`src/rtl/uart_program_loader.sv`:
```
// Boot loader: receives a length-prefixed program over 8N1 UART, writes it into
// instruction memory as little-endian words, then releases the core from reset.
//
// Receiver states:
//   state    | meaning
//   RX_IDLE  | line idle, waiting for a falling edge
//   RX_START | timing to mid start bit to reject glitches
//   RX_DATA  | sampling 8 data bits, LSB first
//   RX_STOP  | sampling stop bit, emit byte or flag framing error
// Loader states:
//   state    | meaning
//   LD_LEN   | first word is the program length N
//   LD_DATA  | writing program words, index 0..N-1
//   LD_DONE  | program loaded, core running, UART ignored
module uart_program_loader #(
    parameter int CLKS_PER_BIT = 868,
    parameter int MAX_WORDS    = 4096
) (
    input  logic        clk,
    input  logic        rst,
    input  logic        uart_rx,
    output logic        imem_we,
    output logic [31:0] imem_addr,
    output logic [31:0] imem_wdata,
    output logic        core_rst,
    output logic        loading,
    output logic [31:0] words_loaded,
    output logic        frame_err
);

    localparam int BW = $clog2(CLKS_PER_BIT);
    localparam logic [BW-1:0] BAUD_FULL = BW'(CLKS_PER_BIT - 1);
    localparam logic [BW-1:0] BAUD_HALF = BW'(CLKS_PER_BIT / 2 - 1);

    typedef enum logic [1:0] {RX_IDLE, RX_START, RX_DATA, RX_STOP} rx_state_t;
    // LD_DONE is the only state with bit 1 set, so core_rst/loading come straight off a flop.
    typedef enum logic [1:0] {LD_LEN = 2'b00, LD_DATA = 2'b01, LD_DONE = 2'b10} ld_state_t;

    logic            rx_meta, rx_sync;
    rx_state_t       rx_state, rx_nxt;
    logic [BW-1:0]   baud_cnt, baud_nxt;
    logic [2:0]      bit_cnt, bit_nxt;
    logic [7:0]      rx_shift, shift_nxt;
    logic            byte_valid, byte_valid_nxt;
    logic            frame_err_nxt;

    logic [1:0]      byte_cnt;
    logic [23:0]     word_buf;
    logic            word_cmp;
    logic [31:0]     word_full;
    logic            word_done;
    logic [31:0]     n_words;
    ld_state_t       ld_state, ld_nxt;

    always_ff @(posedge clk or negedge rst) begin
        if (!rst) begin
            rx_meta <= 1'b1;
            rx_sync <= 1'b1;
        end else begin
            rx_meta <= uart_rx;
            rx_sync <= rx_meta;
        end
    end

    always_ff @(posedge clk or negedge rst) begin
        if (!rst) begin
            rx_state   <= RX_IDLE;
            baud_cnt   <= '0;
            bit_cnt    <= '0;
            rx_shift   <= '0;
            byte_valid <= 1'b0;
            frame_err  <= 1'b0;
        end else begin
            rx_state   <= rx_nxt;
            baud_cnt   <= baud_nxt;
            bit_cnt    <= bit_nxt;
            rx_shift   <= shift_nxt;
            byte_valid <= byte_valid_nxt;
            frame_err  <= frame_err_nxt;
        end
    end

    always_comb begin
        rx_nxt         = rx_state;
        baud_nxt       = baud_cnt;
        bit_nxt        = bit_cnt;
        shift_nxt      = rx_shift;
        byte_valid_nxt = 1'b0;
        frame_err_nxt  = frame_err;
        case (rx_state)
            RX_IDLE: begin
                if (!rx_sync) begin
                    rx_nxt   = RX_START;
                    baud_nxt = BAUD_HALF;
                end
            end
            RX_START: begin
                if (baud_cnt == '0) begin
                    if (!rx_sync) begin
                        rx_nxt   = RX_DATA;
                        baud_nxt = BAUD_FULL;
                        bit_nxt  = 3'd0;
                    end else begin
                        rx_nxt = RX_IDLE;
                    end
                end else begin
                    baud_nxt = baud_cnt - BW'(1);
                end
            end
            RX_DATA: begin
                if (baud_cnt == '0) begin
                    shift_nxt = {rx_sync, rx_shift[7:1]};
                    baud_nxt  = BAUD_FULL;
                    bit_nxt   = bit_cnt + 3'd1;
                    if (bit_cnt == 3'd7) rx_nxt = RX_STOP;
                end else begin
                    baud_nxt = baud_cnt - BW'(1);
                end
            end
            RX_STOP: begin
                if (baud_cnt == '0) begin
                    if (rx_sync) byte_valid_nxt = 1'b1;
                    else         frame_err_nxt  = 1'b1;
                    rx_nxt = RX_IDLE;
                end else begin
                    baud_nxt = baud_cnt - BW'(1);
                end
            end
            default: rx_nxt = RX_IDLE;
        endcase
    end

    assign word_cmp  = byte_valid && (byte_cnt == 2'd3);
    assign word_full = {rx_shift, word_buf};

    always_ff @(posedge clk or negedge rst) begin
        if (!rst) begin
            byte_cnt <= '0;
            word_buf <= '0;
        end else if (byte_valid) begin
            case (byte_cnt)
                2'd0:    word_buf[7:0]   <= rx_shift;
                2'd1:    word_buf[15:8]  <= rx_shift;
                2'd2:    word_buf[23:16] <= rx_shift;
                default: ;
            endcase
            byte_cnt <= byte_cnt + 2'd1;
        end
    end

    always_comb begin
        ld_nxt = ld_state;
        case (ld_state)
            LD_LEN:  if (word_done) ld_nxt = (n_words == 32'd0) ? LD_DONE : LD_DATA;
            LD_DATA: if (word_done && words_loaded == n_words) ld_nxt = LD_DONE;
            LD_DONE: ld_nxt = LD_DONE;
            default: ld_nxt = LD_LEN;
        endcase
    end

    // words_loaded doubles as the write index: both advance on every data word.
    always_ff @(posedge clk or negedge rst) begin
        if (!rst) begin
            ld_state     <= LD_LEN;
            word_done    <= 1'b0;
            n_words      <= '0;
            imem_we      <= 1'b0;
            imem_addr    <= '0;
            imem_wdata   <= '0;
            words_loaded <= '0;
        end else begin
            ld_state  <= ld_nxt;
            word_done <= word_cmp;
            imem_we   <= 1'b0;
            if (word_cmp) begin
                if (ld_state == LD_LEN) begin
                    n_words <= word_full;
                end else if (ld_state == LD_DATA) begin
                    if (words_loaded < 32'(MAX_WORDS)) begin
                        imem_we    <= 1'b1;
                        imem_addr  <= {words_loaded[29:0], 2'b00};
                        imem_wdata <= word_full;
                    end
                    words_loaded <= words_loaded + 32'd1;
                end
            end
        end
    end

    assign core_rst = ~ld_state[1];
    assign loading  = ~ld_state[1];

endmodule

```
`config.mk`:
```
export PLATFORM = sky130hd
export DESIGN_NAME = uart_program_loader
export DESIGN_NICKNAME = d
export VERILOG_FILES = /design/src/rtl/uart_program_loader.sv
export SDC_FILE = /design/constraint.sdc
export NUM_CORES = 1
export LEC_CHECK = 0
export CAP_MARGIN = 15
export CORE_ASPECT_RATIO = 1.5
export CORE_MARGIN = 5
export CORE_UTILIZATION = 50
export DETAILED_ROUTE_END_ITERATION = 8
export GPL_ROUTABILITY_DRIVEN = 1
export PLACE_DENSITY = 0.72
export REMOVE_ABC_BUFFERS = 1
export SLEW_MARGIN = 25
export SYNTH_ARGS = -nofsm -noshare
export SYNTH_HDL_FRONTEND = slang
export SYNTH_SLANG_ARGS = --single-unit
```
`constraint.sdc`:
```
create_clock -name clk -period 2.5 [get_ports clk]
set_clock_uncertainty 0.1 [all_clocks]
set_input_delay 0.375 -clock clk [delete_from_list [all_inputs] [get_ports clk]]
set_output_delay 0.375 -clock clk [all_outputs]
set_load 0.02 [all_outputs]
```
==> results.sh, run 1 <==
export IMPL_hold_path_end="rx_meta"
export IMPL_powerDensity_nw_per_um2=583
export IMPL_die_x_um=113
export IMPL_cpMaxStageDelayCell="a2111oi_0"
export IMPL_netSwitchingFraction_pct=22.1
export IMPL_required_ns=2.69
export IMPL_clock_path_buffers=2
export IMPL_total_power_uw=5770
export IMPL_min_from="uart_rx"
export IMPL_startpoint_type="flip-flop"
export IMPL_reg2reg_to="rx_state[0]"
export IMPL_status="complete, no violations"
export IMPL_crit_chain="inv_1 -> ha_1 -> nor4b_2 -> and3_1 -> buf_4 -> nor2_1 -> a2111oi_0 -> nor2_1"
export IMPL_layout_nets=748
export IMPL_cts_tree="yes"
export IMPL_drc=0
export IMPL_intPower_uw=4490
export IMPL_clkPwrFrac_pct=47.4
export IMPL_cp_depth=8
export IMPL_clock_latency_ns=0.43
export IMPL_hold_path_depth=1
export IMPL_fillers=1213
export IMPL_htreeDepth=4
export IMPL_fin_crit_sh_pct=93.7
export IMPL_hold_violations=0
export IMPL_synth_area_top_cells="dfrtp_1 (57%), mux2_2 (16%), xnor2_1 (5.8%), ha_1 (2.7%), nand2_1 (1.5%)"
export IMPL_core_area_um2=15600
export IMPL_grt_pass1_vias=5489
export IMPL_synth_largest_area_cell="dfrtp_1"
export IMPL_die_area_um2=18500
export IMPL_critPathMaxFanout=6
export IMPL_postPlaceCellArea_um2=9250
export IMPL_p_leak_uw=0.00472
export IMPL_r2r_setup_slack_ns=0.16
export IMPL_critical_path_top_delay_family="simple AND/OR/NAND/NOR gates"
export IMPL_min_path_type="input port to flip-flop"
export IMPL_start_util_pct=50.6
export IMPL_grt_max_degree=66
export IMPL_yosys_register_bits=183
export IMPL_ff2ff_path_depth=8
export IMPL_avgRoutedWirePerCell_um=19.2
export IMPL_placed_cells=909
export IMPL_grt_total_usage_pct=20.6
export IMPL_fmax_ghz=0.427
export IMPL_drtIter0Drc=211
export IMPL_num_vias=5175
export IMPL_setup_viol=0
export IMPL_clock_root_buffer="clkbuf_16"
export IMPL_dp_hpwl_um=13600
export IMPL_ant_nets=0
export IMPL_ys_warn_count=0
export IMPL_cts_buffers=17
export IMPL_end_kind="flip-flop"
export IMPL_seq_area_frac_synth_pct=58.0
export IMPL_synth_common_cells="dfrtp_1 (181), mux2_2 (109), xnor2_1 (52)"
export IMPL_drt_pass1_iterations=4
export IMPL_maxSlewViolCount=0
export IMPL_gr_total_overflow=0
export IMPL_ir_worst_vdd_mv=0.425
export IMPL_syn_inst=607
export IMPL_cts_sinks=183
export IMPL_critPathBufInv=2
export IMPL_relSlewSlack_pct=60.0
export IMPL_syn_to_final_growth_pct=25.2
export IMPL_finalNonFillerCells=944
export IMPL_synth_most_common_cell="dfrtp_1"
export IMPL_synth_main_ff_cell="dfrtp_1"
export IMPL_pwr_share_seq_pct=51.4
export IMPL_antenna_found_initial=0
export IMPL_max_stage_delay_ns=0.48
export IMPL_routed_wl_um=18100
export IMPL_netlist_area_um2=7910
export IMPL_rsz0062_at_grt="false"
export IMPL_ys_types=54
export IMPL_async_reset_ff_share_pct=100
export IMPL_grt_pass1_wl_um=29400
export IMPL_rows=56
export IMPL_vias_per_cell=5.48
export IMPL_tightest_slew_ns=0.600
export IMPL_synth_edf_count=0
export IMPL_crit_top_cell="nor2_1"
export IMPL_clkTransAtPathRegs_ns=0.07
export IMPL_antenna_cells=0
export IMPL_yosysTopAreaCellShare_pct=57.3
export IMPL_drive_gt1_share_pct=24.0
export IMPL_gp_congestion=0.946
export IMPL_place_port_buffers=100
export IMPL_io_pins=103
export IMPL_postLayoutCellArea_um2=9900
export IMPL_reg2reg_from="baud_cnt[0]"
export IMPL_fin_crit_ns=2.34
export IMPL_die_y_um=164
export IMPL_p_sw_uw=1280
export IMPL_syn_avg_cell_area_um2=13.0
export IMPL_worstSetupPathType="flip-flop to flip-flop"
export IMPL_pwr_share_comb_pct=1.3
export IMPL_drv_cap=0
export IMPL_arrival_ns=2.54
[area by class of cell]
| cell class | instances | area, µm² | share of cell area, % |
|---|---|---|---|
| inverters | 14 | 52.6 | 0.531 |
| clock buffers | 17 | 425 | 4.30 |
| multi-input cells | 388 | 3170 | 32.0 |
| well taps | 203 | 254 | 2.57 |
| repair buffers | 124 | 1230 | 12.5 |
| flip-flops and latches | 183 | 4580 | 46.3 |
| clock inverters | 15 | 184 | 1.86 |
[placed cells by master, fill, tap and decap left out, types with 8 or more instances in the layout]
cell type        synthesis  final
dfrtp_1                181    181
mux2_2                 109    109
clkdlybuf4s50_1          0     99
xnor2_1                 52     52
nand2_1                 32     32
buf_4                    5     19
nor2_1                  18     18
nand4_1                 18     18
nor2b_1                 18     18
ha_1                    17     17
clkbuf_16                0     17
nor4_1                  16     16
inv_1                   14     14
nand3_1                 13     13
xor2_1                  12     12
o21ai_0                 11     11
a21oi_1                 10     10
and3_1                   8      8
[routing by layer]
| metal | vias up | wire (µm) | GRT usage, % |
|---|---|---|---|
| li1 | 2390 | - | - |
| met1 | 2635 | 6980 | 23.1 |
| met2 | 113 | 9840 | 37.9 |
| met3 | 37 | 667 | 3.46 |
| met4 | 0 | 647 | 9.13 |
| met5 | - | 0 | 0 |
[worst max path at each step]
stage                           startpoint               end
after floorplan                ld_state[1]     imem_addr[10]
after global placement    words_loaded[11]       ld_state[1]
after detailed placement       ld_state[0]  words_loaded[18]
after CTS                      ld_state[0]  words_loaded[18]
after global routing           ld_state[0]  words_loaded[14]
final                          baud_cnt[0]       rx_state[0]
[power groups by stage]
stage	clock (µW)	combinational, µW	sequential [µW]
global route	2920	88.4	2960
detailed placement	0	77.3	3020
finish	2730	73.7	2960
global placement	0	74.6	3020
floorplan	0	4.25	3020
CTS	2790	78.7	2960
[registers in the layout, summed over array words and instances (netlist names), named ones only]
signal	count
words_loaded	32
rx_meta	1
imem_addr	30
imem_wdata	32
rx_shift	8
rx_state	1
word_buf	24
ld_state	2
n_words	32
imem_we	1
word_done	1
frame_err	1
byte_cnt	2
byte_valid	1
baud_cnt	10
bit_cnt	3
rx_sync	1
[timing repair]
| action | in CTS | in global routing |
|---|---|---|
| buffers inserted | 0 | 2 |
| hold buffers | 1 | 0 |
| setup endpoints to repair | 0 | 2 |
| endpoints found under the hold margin | 57 | 0 |
| resized for setup | 0 | 1 |
[cells by family after synthesis]
family                   share of synthesized area, %
AO/OA/AOI/OAI                                    4.19
XOR/XNOR                                         7.09
adder cells (fa/ha/maj)                          2.69
buffers and inverters                            2.17
flip-flops                                       58.0
multiplexers                                     15.5
other                                          0.0474
AND/OR/NAND/NOR                                  10.3
[per-stage QoR]
stage	utilization (%)	hold WS, ns	worst slack [ns]	TNS, ns
2_1_floorplan	-	-0.0206	-0.926	-52.87
3_3_place_gp	59.2	0.248	0.180	0
3_5_place_dp	59.2	0.255	0.128	0
4_1_cts	63.1	0.236	0.125	0
5_1_grt	63.4	0.237	0.00997	0
6_report	63.4	0.251	0.158	0
Note: power is estimated with default switching activity, not from simulation.
==> inputs of run 2 (changes only) <==
CORE_UTILIZATION = 55   (was 50)
PLACE_DENSITY = 0.79   (was 0.72)
SLEW_MARGIN = 30   (was 25)
clock period = 2.4 ns   (was 2.5 ns; I/O delays follow)
==> run 2 against run 1 <==
  * First-iteration DRC count increased by 14%
  * Sequential cell count unchanged
  * Via count increased by 1.3%
  * Critical endpoint is now ld_state[1]
  * Critical path type unchanged
  * Utilization increased by 7.4 points
  * Sequential share of layout area decreased by 0.25 points
  * Combinational power increased by 5.6%
==> results.sh, run 2 (same netlist as run 1, synthesis figures left out) <==
export IMPL_p_sw_uw=1280
export IMPL_drc=0
export IMPL_most_common_layout_cells="dfrtp_1 (181), mux2_2 (109), clkdlybuf4s50_1 (99)"
export IMPL_fin_ws_ns=0.0959
export IMPL_num_vias=5244
export IMPL_reg2reg_from="words_loaded[23]"
export IMPL_worstSetupPathType="flip-flop to flip-flop"
export IMPL_required_ns=2.61
export IMPL_powerDensity_nw_per_um2=600
export IMPL_startpoint_type="flip-flop"
export IMPL_p_leak_uw=0.00474
export IMPL_cts_sinks=183
export IMPL_postLayoutCellArea_um2=9950
export IMPL_status="complete, no violations"
export IMPL_r2r_setup_slack_ns=0.1
export IMPL_gp_congestion=0.896
export IMPL_maxSlewViolCount=0
export IMPL_avgRoutedWirePerCell_um=20.0
export IMPL_ff2ff_path_depth=6
export IMPL_grt_max_degree=55
export IMPL_syn_to_final_growth_pct=25.9
export IMPL_cts_tree="yes"
export IMPL_max_stage_delay_ns=0.45
export IMPL_post_place_ws_ns=0.112
export IMPL_htreeDepth=4
export IMPL_netSwitchingFraction_pct=21.4
export IMPL_cts_buffers=17
export IMPL_crit_chain="xnor2_1 -> nand4_1 -> nor4_1 -> a31oi_1 -> a21oi_1 -> mux2_2"
export IMPL_drt_pass1_iterations=4
export IMPL_clkPwrFrac_pct=47.0
export IMPL_postPlaceCellArea_um2=9330
export IMPL_vias_per_cell=5.58
export IMPL_relSlewSlack_pct=63.7
export IMPL_rows=53
export IMPL_drtIter0Drc=241
export IMPL_clkTransAtPathRegs_ns=0.07
export IMPL_hold_violations=0
export IMPL_intPower_uw=4690
export IMPL_min_path_type="input port to flip-flop"
export IMPL_layout_nets=755
export IMPL_clock_latency_ns=0.43
export IMPL_core_area_um2=14100
export IMPL_grt_pass1_vias=5559
export IMPL_pwr_share_seq_pct=51.7
export IMPL_start_util_pct=56.2
export IMPL_ant_nets=0
export IMPL_die_area_um2=16900
export IMPL_fin_util_pct=70.8
export IMPL_fmax_ghz=0.434
export IMPL_arrival_ns=2.51
export IMPL_die_x_um=108
export IMPL_setup_viol=0
export IMPL_final_common_cell="dfrtp_1"
export IMPL_cpMaxStageDelayCell="dfrtp_1"
export IMPL_die_y_um=157
export IMPL_routed_wl_um=18800
export IMPL_io_pins=103
export IMPL_fin_hold_ws_ns=0.233
export IMPL_end_kind="flip-flop"
export IMPL_antenna_cells=0
export IMPL_gr_total_overflow=0
export IMPL_critPathMaxFanout=6
export IMPL_fin_crit_sh_pct=96.0
export IMPL_clock_path_buffers=2
export IMPL_ir_worst_vdd_mv=0.392
export IMPL_drive_gt1_share_pct=24.9
export IMPL_place_port_buffers=100
export IMPL_drv_cap=0
export IMPL_grt_pass1_wl_um=30100
export IMPL_endpoint="ld_state[1]"
export IMPL_reg2reg_to="ld_state[1]"
export IMPL_fin_crit_ns=2.30
export IMPL_grt_total_usage_pct=23.3
export IMPL_pwr_share_comb_pct=1.3
export IMPL_antenna_found_initial=0
export IMPL_tightest_slew_ns=0.538
export IMPL_clock_root_buffer="clkbuf_16"
export IMPL_largestRegisters="imem_wdata: 32 flops, n_words: 32 flops, words_loaded: 32 flops"
export IMPL_dp_hpwl_um=13800
export IMPL_critPathLaunch="words_loaded[23]"
export IMPL_setup_tns_ns=0
-- run 2: worst min path at each step --
stage                  from                          to  slack, ns  depth (start not counted)
detailed placement      rst                 ld_state[0]       0.19                          1
floorplan               rst  asynchronous set/reset pin      -0.04                          0
CTS                 uart_rx                     rx_meta       0.22                          1
global placement        rst            words_loaded[27]       0.19                          1
finish              uart_rx                     rx_meta       0.23                          1
global route        uart_rx                     rx_meta       0.22                          1
-- run 2: what timing repair did --
| item | 4_1_cts | 5_1_grt |
|---|---|---|
| hold buffers | 1 | 0 |
| resized for setup | 0 | 5 |
| setup endpoints to repair | 0 | 44 |
| endpoints found under the hold margin | 33 | 0 |
| buffers inserted | 0 | 1 |
-- run 2: power by group through the flow --
stage | clock network, µW | registers (µW) | logic, µW
after floorplan | 0 | 3150 | 4.42
after global placement | 0 | 3150 | 78.6
after detailed placement | 0 | 3150 | 81.3
after CTS | 2850 | 3090 | 82.7
after global routing | 2980 | 3090 | 91.6
final | 2800 | 3090 | 77.8
-- run 2: final cells by class --
type / count / area [µm²]
clock buffers: 21 / 450
clock inverters: 11 / 141
inverters: 14 / 52.6
well taps: 192 / 240
repair buffers: 131 / 1310
flip-flops and latches: 183 / 4580
fillers: 994 / 4110
multi-input cells: 388 / 3170
-- run 2: per-layer routing --
layer	global-route usage (%)	wire, µm	up-vias	part of all wire [%]
li1	-	-	2390	-
met1	26.9	7080	2669	38
met2	42.4	10400	147	55
met3	3.84	719	38	3.8
met4	9.69	595	0	3.2
met5	0	0	-	0
-- run 2: per-stage QoR --
stage / std cells / power (µW)
2_1_floorplan: 585 / 3150
3_3_place_gp: 906 / 3220
3_5_place_dp: 906 / 3230
4_1_cts: 939 / 6020
5_1_grt: 940 / 6150
6_report: 940 / 5970
-- run 2: critical path: cells and delay by family, from the launching register on --
family           cells  cell delay (ns)
AND/OR/NAND/NOR      2             0.54
flip-flops           1             0.45
AO/OA/AOI/OAI        2             0.41
multiplexers         1             0.36
XOR/XNOR             1             0.32
